[src/rtl/key_debouncer.sv]
// Two-flop synchroniser and per-key debounce FSM for active-low pushbuttons, with press/release strobes.
// Optional auto-repeat on oPRESS is enabled by defining KEY_AUTOREPEAT_EN.
`default_nettype none

module key_debouncer #(
  parameter int NKEYS           = 4,
  parameter int DEBOUNCE_CYCLES = 1000000,
  parameter int REPEAT_DELAY    = 25000000,
  parameter int REPEAT_PERIOD   = 5000000
) (
  input  logic             iCLK_50,
  input  logic             iRST_N,
  input  logic [NKEYS-1:0] iKEY,
  output logic [NKEYS-1:0] oKEY,
  output logic [NKEYS-1:0] oPRESS,
  output logic [NKEYS-1:0] oRELEASE
);

  localparam int CW = $clog2(DEBOUNCE_CYCLES) + 1;
  localparam logic [CW-1:0] CNT_LAST = CW'(DEBOUNCE_CYCLES - 1);
  localparam logic [CW-1:0] CNT_ONE  = CW'(1);

  if (DEBOUNCE_CYCLES < 2 || DEBOUNCE_CYCLES > (1 << 24) ||
      REPEAT_DELAY < 1 || REPEAT_PERIOD < 1) begin : g_param_check
    $error("key_debouncer: parameter out of legal range");
  end

  typedef enum logic [1:0] {
    UP       = 2'd0,
    CHK_DOWN = 2'd1,
    DOWN     = 2'd2,
    CHK_UP   = 2'd3
  } state_t;

  logic [NKEYS-1:0] meta;
  logic [NKEYS-1:0] sync;

  always_ff @(posedge iCLK_50) begin
    if (!iRST_N) begin
      meta <= '1;
      sync <= '1;
    end else begin
      meta <= iKEY;
      sync <= meta;
    end
  end

  for (genvar k = 0; k < NKEYS; k++) begin : g_key
    state_t        state;
    state_t        state_nxt;
    logic [CW-1:0] cnt;
    logic [CW-1:0] cnt_nxt;
    logic          accept_press;
    logic          accept_release;
    logic          level;
    logic          press_q;
    logic          release_q;
    logic          press_nxt;

    always_comb begin
      state_nxt      = state;
      cnt_nxt        = cnt;
      accept_press   = 1'b0;
      accept_release = 1'b0;
      case (state)
        UP: begin
          if (!sync[k]) begin
            state_nxt = CHK_DOWN;
            cnt_nxt   = CNT_ONE;
          end else begin
            cnt_nxt = '0;
          end
        end
        CHK_DOWN: begin
          if (sync[k]) begin
            state_nxt = UP;
            cnt_nxt   = '0;
          end else if (cnt == CNT_LAST) begin
            state_nxt    = DOWN;
            cnt_nxt      = '0;
            accept_press = 1'b1;
          end else begin
            cnt_nxt = cnt + 1'b1;
          end
        end
        DOWN: begin
          if (sync[k]) begin
            state_nxt = CHK_UP;
            cnt_nxt   = CNT_ONE;
          end else begin
            cnt_nxt = '0;
          end
        end
        CHK_UP: begin
          if (!sync[k]) begin
            state_nxt = DOWN;
            cnt_nxt   = '0;
          end else if (cnt == CNT_LAST) begin
            state_nxt      = UP;
            cnt_nxt        = '0;
            accept_release = 1'b1;
          end else begin
            cnt_nxt = cnt + 1'b1;
          end
        end
        default: begin
          state_nxt = UP;
          cnt_nxt   = '0;
        end
      endcase
    end

`ifdef KEY_AUTOREPEAT_EN
    localparam int REP_MAX = (REPEAT_DELAY > REPEAT_PERIOD) ? REPEAT_DELAY : REPEAT_PERIOD;
    localparam int RW      = $clog2(REP_MAX) + 1;
    localparam logic [RW-1:0] REP_D_LAST = RW'(REPEAT_DELAY - 1);
    localparam logic [RW-1:0] REP_P_LAST = RW'(REPEAT_PERIOD - 1);

    logic [RW-1:0] rcnt;
    logic          rphase;   // 0 while waiting out the initial delay, 1 once periodic
    logic          held;
    logic          rep_hit;

    assign held    = (state == DOWN) || (state == CHK_UP);
    assign rep_hit = held && (rphase ? (rcnt == REP_P_LAST) : (rcnt == REP_D_LAST));
    // A release accepted on the same edge wins over a repeat strobe.
    assign press_nxt = accept_press | (rep_hit & ~accept_release);

    always_ff @(posedge iCLK_50) begin
      if (!iRST_N || accept_press || !held) begin
        rcnt   <= '0;
        rphase <= 1'b0;
      end else if (rep_hit) begin
        rcnt   <= '0;
        rphase <= 1'b1;
      end else begin
        rcnt <= rcnt + 1'b1;
      end
    end
`else
    assign press_nxt = accept_press;
`endif

    always_ff @(posedge iCLK_50) begin
      if (!iRST_N) begin
        state     <= UP;
        cnt       <= '0;
        level     <= 1'b1;
        press_q   <= 1'b0;
        release_q <= 1'b0;
      end else begin
        state     <= state_nxt;
        cnt       <= cnt_nxt;
        press_q   <= press_nxt;
        release_q <= accept_release;
        if (accept_press) begin
          level <= 1'b0;
        end else if (accept_release) begin
          level <= 1'b1;
        end
      end
    end

    assign oKEY[k]     = level;
    assign oPRESS[k]   = press_q;
    assign oRELEASE[k] = release_q;
  end

endmodule

`default_nettype wire
[config.mk]
export PLATFORM = sky130hd
export DESIGN_NAME = key_debouncer
export DESIGN_NICKNAME = d
export VERILOG_FILES = /design/src/rtl/key_debouncer.sv
export SDC_FILE = /design/constraint.sdc
export NUM_CORES = 1
export LEC_CHECK = 0
export CAP_MARGIN = 15
export CORE_MARGIN = 2
export CORE_UTILIZATION = 47
export DETAILED_ROUTE_END_ITERATION = 10
export GPL_TIMING_DRIVEN = 0
export PLACE_DENSITY = 0.78
export SYNTH_ARGS = -nofsm -noshare
export SYNTH_HDL_FRONTEND = slang
export SYNTH_SLANG_ARGS = --single-unit
[constraint.sdc]
create_clock -name iCLK_50 -period 1.9 [get_ports iCLK_50]
set_clock_uncertainty 0.05 [all_clocks]
set_input_delay 0.57 -clock iCLK_50 [delete_from_list [all_inputs] [get_ports iCLK_50]]
set_output_delay 0.57 -clock iCLK_50 [all_outputs]
set_load 0.01 [all_outputs]
==> results of run 1 <==
cells in the final DEF, fill, tap and decap left out, types with 3 or more instances in the layout:
cell type        synthesis  final
dfxtp_1                112     90
nor2_1                  65     56
nand3_1                 34     32
buf_4                   12     30
a21oi_1                 38     29
nand4_1                 28     28
xor2_1                  27     27
nand2_1                 25     25
xnor2_1                 22     22
dfxtp_2                  0     21
o21ai_0                 19     18
and3_1                  17     16
or3_1                   16     16
o31ai_1                 15     15
inv_1                   14     14
and4_1                  14     13
or4_1                   17     13
dlygate4sd2_1            0     12
nor4_1                  13     11
a21oi_2                  1     10
nand2b_1                10     10
and2_1                   9      9
clkbuf_8                 0      9
nor2_2                   0      8
clkbuf_1                10      6
nor3_1                   7      6
a211oi_1                 6      6
or4_4                    1      5
nor4b_1                  6      5
buf_6                    0      5
or2_2                    4      4
ha_2                     0      4
clkdlybuf4s50_1          0      4
o21bai_1                 4      3
buf_2                    7      3
per-stage QoR:
stage                     std cells  instance area, sq um  power, mW  hold WS, ps
final                           751                  5859      3.964        370.7
after global routing            751                  5859      4.098        395.9
after CTS                       748                  5684      4.004        372.2
after detailed placement        723                  5334      2.519        351.1
after global placement          723                  5334      2.515        341.3
after floorplan                 571                  5004      2.480        336.3
state kept, by name, summed over array words and instances, names as in the netlist, named ones only:
signal           count
g_key.level          4
g_key.release_q      4
g_key.cnt           84
meta                 4
sync                 4
g_key.state          4
g_key.press_q        4
final timing paths:
path | depth (start not counted) | endpoint | startpoint | slack, ps
worst max-delay path | 5 | g_key[0].cnt[16] | g_key[0].cnt[12] | -20
worst min-delay path | 1 | sync[2] | meta[2] | 370
worst max register to register | 5 | g_key[0].cnt[16] | g_key[0].cnt[12] | -20
worst min register to register | 1 | sync[2] | meta[2] | 370
report_power, final:
part           leakage, nW  switching, mW  internal [mW]
registers            0.913         0.0182           2.37
clock network       0.0967          0.761          0.738
logic                0.838         0.0368         0.0444
per-layer routing:
metal	GRT usage [%]	vias to the layer above	wire (um)
met5	0	-	0
li1	-	2146	-
met4	6.679	0	248
met1	22.72	1986	4984
met3	5.289	21	309
met2	30.47	68	4946
cells by family (layout without fill, tap and decap cells):
family	after synthesis	after routing
AO/OA/AOI/OAI	91	91
XOR/XNOR	49	49
adder cells (fa/ha/maj)	4	4
buffers and inverters	44	88
flip-flops	112	112
AND/OR/NAND/NOR	271	271
what timing repair did:
| item | CTS | global route |
|---|---|---|
| gates resized for setup | 46 | 48 |
| pin swaps | 2 | 18 |
| cloned | 2 | 0 |
| buffers inserted | 8 | 8 |
| endpoints found under the setup margin | 90 | 82 |
critical path, stage by stage (launching register included):
cell	delay (ps)
dfxtp_4	360
or4b_1	490
or4_4	470
o21bai_4	230
buf_6	170
a21oi_1	40
layout make-up:
| type | count | area share, % |
|---|---|---|
| Multi-Input combinational cell | 415 | 46.06 |
| Sequential cell | 112 | 38.78 |
| Timing Repair Buffer | 34 | 4.911 |
| Buffer | 25 | 2.990 |
| Tap cell | 136 | 2.904 |
| Clock buffer | 12 | 2.306 |
| Clock inverter | 3 | 1.153 |
| Inverter | 14 | 0.8969 |
==> out/metrics.yaml, run 1 <==
status: "finished, violations left"
violations: "negative setup slack"
syn-num-nets: 581
synth_area_leaders: "dfxtp_1 (45%), nor2_1 (4.9%), xor2_1 (4.7%)"
synth_cell_types: 40
slew_headroom_pct: 61.95
synth_xor_area_share_pct: 8.577
clk_latency_ps: 380
dieHeight_um: 107.2
setup_violations: 16
die_area_sq_um: 11490
synth_top_family_by_area: "simple AND/OR/NAND/NOR gates"
grt_util_all_layers_pct: 18.40
drc: 0
crit_required_ps: 2120
antenna-diode-count: 0
io_pins: 18
fillCellCount: 896
grt_pass1_wl_um: 17280
h-tree-depth: 3
fmax_ghz: 0.5213
period_minus_slack_ps: 1918
seq_area_frac_synth_pct: 44.81
coreArea_sq_um: 10320
synth_warnings: 0
grt_max_degree: 17
cp.arrival_ps: 2140
dr_total_vias: 4221
drv_slew: 0
place_ws_ps: -313.9
fin_nets: 621
clkTransAtPathRegs_ps: 100
p_leak_nw: 1.847
synth-edff-count: 0
startpoint_type: "flop"
synth_most_common_cell: "dfxtp_1"
die_x_um: 107.2
gr-total-overflow: 0
cts-root-buf: "clkbuf_8"
period_share_pct: 101.0
wl_per_cell_um: 13.97
drt-pass1-iter-count: 4
syn_to_final_growth_pct: 17.10
grt_pass1_vias: 3872
antenna_found_initial: 0
synth_common_cells: "dfxtp_1 (112), nor2_1 (65), a21oi_1 (38)"
detail-route-antenna-nets: 0
viasPerCell: 5.621
worst_pin_slew_ps: 562.8
multi_input_area_sq_um: 2699
synth_mux_area_share_pct: 0
critPathKind: "flop to flop"
synth_area_sq_um: 5004
regArea_sq_um: 2272
vdd_drop_max_v: 0.0005653
synth_fa_ha_area_share_pct: 1.000
holdBufCountCts: 0
holdCritPathClass: "flop to flop"
cts.path.max_buffers: 2
finalWeightedCongestion: 0.8019
synth_top_cell_area_share_pct: 44.81
synth-compound-area-share_pct: 10.93
wl_um: 10490
cts_tree: "done"
cts_num_sinks: 112
synth_top_cell_by_area: "dfxtp_1"
ys_seq_elements: 112
p_per_area_nw_per_um2: 676.6
first_iter_violations: 182
synth-main-ff-cell: "dfxtp_1"
setup_tns_ps: -155.0
dpl.hpwl_um: 6987
initial_core_util_pct: 48.47
cts_made_buffers: 9
endpoint_kind: "flop"
syn_inst: 571
rsz0062_at_grt: "true"
fin_ws_ps: -18.32
synth-simple-area-share_pct: 30.28
syn_area_per_cell_sq_um: 8.763
synthArstFlopShare_pct: 0
crit_path_max_fanout: 5
fin_util_pct: 56.76
rows: 37
port_buffers: 16
hold_viol_final: 0
maxCapViolCount: 0
drive_above_1_share_pct: 20.00
No activity file was read; power rests on OpenSTA's default activity.
==> inputs of run 2 (changes only) <==
- HOLD_SLACK_MARGIN: default -> 0.03
==> results of run 2 <==
Same layout as run 1: the final DEF is identical, and so are final timing and power.
==> inputs of run 3 (changes only) <==
- CTS_CLUSTER_DIAMETER: default -> 60
- CTS_CLUSTER_SIZE: default -> 16
- SETUP_SLACK_MARGIN: default -> 0.4
==> run 3 against run 2 <==
Against the previous run:
- the flow now finishes without violations
- global-route usage rose by 3.8 points
- clock power rose by 8%
- flip-flop and latch count did not move
- largest cell class unchanged
- highest routed layer unchanged
==> out/metrics.yaml, run 3 (same netlist as run 1, synthesis figures left out) <==
drv_slew: 0  # unchanged
r2r_start: "g_key[0].cnt[12]"
path_buf_inv: 1  # unchanged
cts.path.max_buffers: 2  # unchanged
critPathKind: "flop to flop"
initial_core_util_pct: 48.47  # unchanged
period_share_pct: 99.31  # -1.6 points
clkTransAtPathRegs_ps: 110  # about the same
port_buffers: 16  # unchanged
crit_chain: "or4b_1, or4_4, o21bai_4, buf_6, nor2_1"
grt_pass1_vias: 4612  # +19%
antenna_found_initial: 0  # unchanged
final_common_cell: "buf_4"
finalWeightedCongestion: 0.8574  # +6.9%
setup_violations: 0  # -16
crit_path_max_fanout: 10  # +5
startpoint: "g_key[0].cnt[12]"
met2_length_um: 7376  # +49%
grt_util_all_layers_pct: 22.18  # +3.8 points
die_x_um: 107.2  # unchanged
final_cells: 803  # +6.9%
holdCritPathClass: "flop to flop"
slew_headroom_pct: 68.98  # +7.0 points
antenna-diode-count: 0  # unchanged
cp.arrival_ps: 2110  # -30 ps
dieHeight_um: 107.2  # unchanged
fin_ws_ps: 13.02  # +31.34 ps
fin_nets: 672  # +8.2%
drc: 0  # unchanged
grt_max_degree: 20  # +3
place_ws_ps: -68.16  # +245.7 ps
p_leak_nw: 2.354  # +27%
final_cell_mix: "buf_4 (52), dfxtp_1 (46), buf_6 (42), dfxtp_2 (42), nor2_1 (34)"
period_minus_slack_ps: 1887  # -31.34 ps
h-tree-depth: 3  # unchanged
cpPeakStageDelay_ps: 490  # about the same
coreArea_sq_um: 10320  # unchanged
die_area_sq_um: 11490  # unchanged
dpl.hpwl_um: 7187  # +2.9%
cp_slowest_cell: "or4b_1"
cts_made_buffers: 9  # unchanged
dr_total_vias: 4721  # +12%
worstHoldStart: "meta[1]"
gr-total-overflow: 0  # unchanged
fmax_ghz: 0.5299  # +1.7%
syn_to_final_growth_pct: 42.46
cts_tree: "done"
cts_num_sinks: 112  # unchanged
maxCapViolCount: 0  # unchanged
dp_cells: 723  # unchanged
vdd_drop_max_v: 0.0005513  # -2.5%
status: "finished, final reports clean"
io_pins: 18  # unchanged
drive_above_1_share_pct: 47.08  # +27 points
fin_util_pct: 69.05  # +12 points
crit_required_ps: 2120  # about the same
finalInstanceArea_sq_um: 7128  # +22%
rows: 37  # unchanged
endpoint_kind: "flop"
drt-met1-wl_um: 5501  # +10%
viasPerCell: 5.879  # +4.6%
wl_um: 13850  # +32%
hold_viol_final: 0  # unchanged
cp_top_family: "simple AND/OR/NAND/NOR gates"
worst_pin_slew_ps: 465.4  # -97.40 ps
p_per_area_nw_per_um2: 574.0  # -15%
wl_met3_um: 553  # +79%
top_register: "g_key.cnt"
drt-pass1-iter-count: 5  # +1
top_layer: "met4"
grt_pass1_wl_um: 20780  # +20%
first_iter_violations: 221  # +21%
largest_register_ffs: 84  # unchanged
detail-route-antenna-nets: 0  # unchanged
clk_latency_ps: 380  # about the same
placed_area_sq_um: 5555  # +4.2%
wl_per_cell_um: 17.24  # +23%
rsz0062_at_grt: "true"
cts-root-buf: "clkbuf_8"
startpoint_type: "flop"
-- run 3: layout make-up --
| type | count | area [sq um] |
|---|---|---|
| Buffer | 30 | 306.5 |
| Clock buffer | 10 | 127.6 |
| Clock inverter | 6 | 97.59 |
| Fill cell | 731 | 3196 |
| Inverter | 14 | 52.55 |
| Multi-Input combinational cell | 415 | 3266 |
| Sequential cell | 112 | 2385 |
| Tap cell | 136 | 170.2 |
| Timing Repair Buffer | 80 | 723.2 |
-- run 3: what timing repair did --
| item | in CTS | in global routing |
|---|---|---|
| cloned | 5 | 1 |
| gates resized for setup | 183 | 135 |
| endpoints found under the setup margin | 111 | 113 |
| setup buffers | 44 | 14 |
| hold buffers | 0 | 0 |
| pin swaps | 52 | 19 |
| hold endpoints to repair | 0 | 0 |
-- run 3: final timing paths --
path,depth (start not counted),to,slack (ps)
max,5,g_key[0].cnt[9],10
min,1,sync[1],380
max reg2reg,5,g_key[0].cnt[9],10
min reg2reg,1,sync[1],380
-- run 3: layer usage --
metal | track usage, % | vias to the layer above
met4 | 10.02 | 0
met5 | 0 | -
li1 | - | 2244
met2 | 39.47 | 141
met3 | 4.012 | 35
met1 | 25.76 | 2301
-- run 3: power breakdown --
group          switching [mW]  total (mW)  internal (mW)
logic                  0.0476       0.112         0.0646
registers              0.0213        2.36           2.33
clock network           0.858        1.62          0.766
total                   0.927        4.09           3.16
-- run 3: stage by stage --
| step | setup TNS, ps | hold slack (ps) | total power [mW] |
|---|---|---|---|
| after floorplan | 0 | 336.3 | 2.482 |
| after global placement | -5.558 | 339.4 | 2.518 |
| after detailed placement | -262.3 | 348.3 | 2.522 |
| after CTS | 0 | 387.3 | 4.096 |
| after global routing | -147.3 | 388.3 | 4.211 |
| final | 0 | 381.8 | 4.092 |
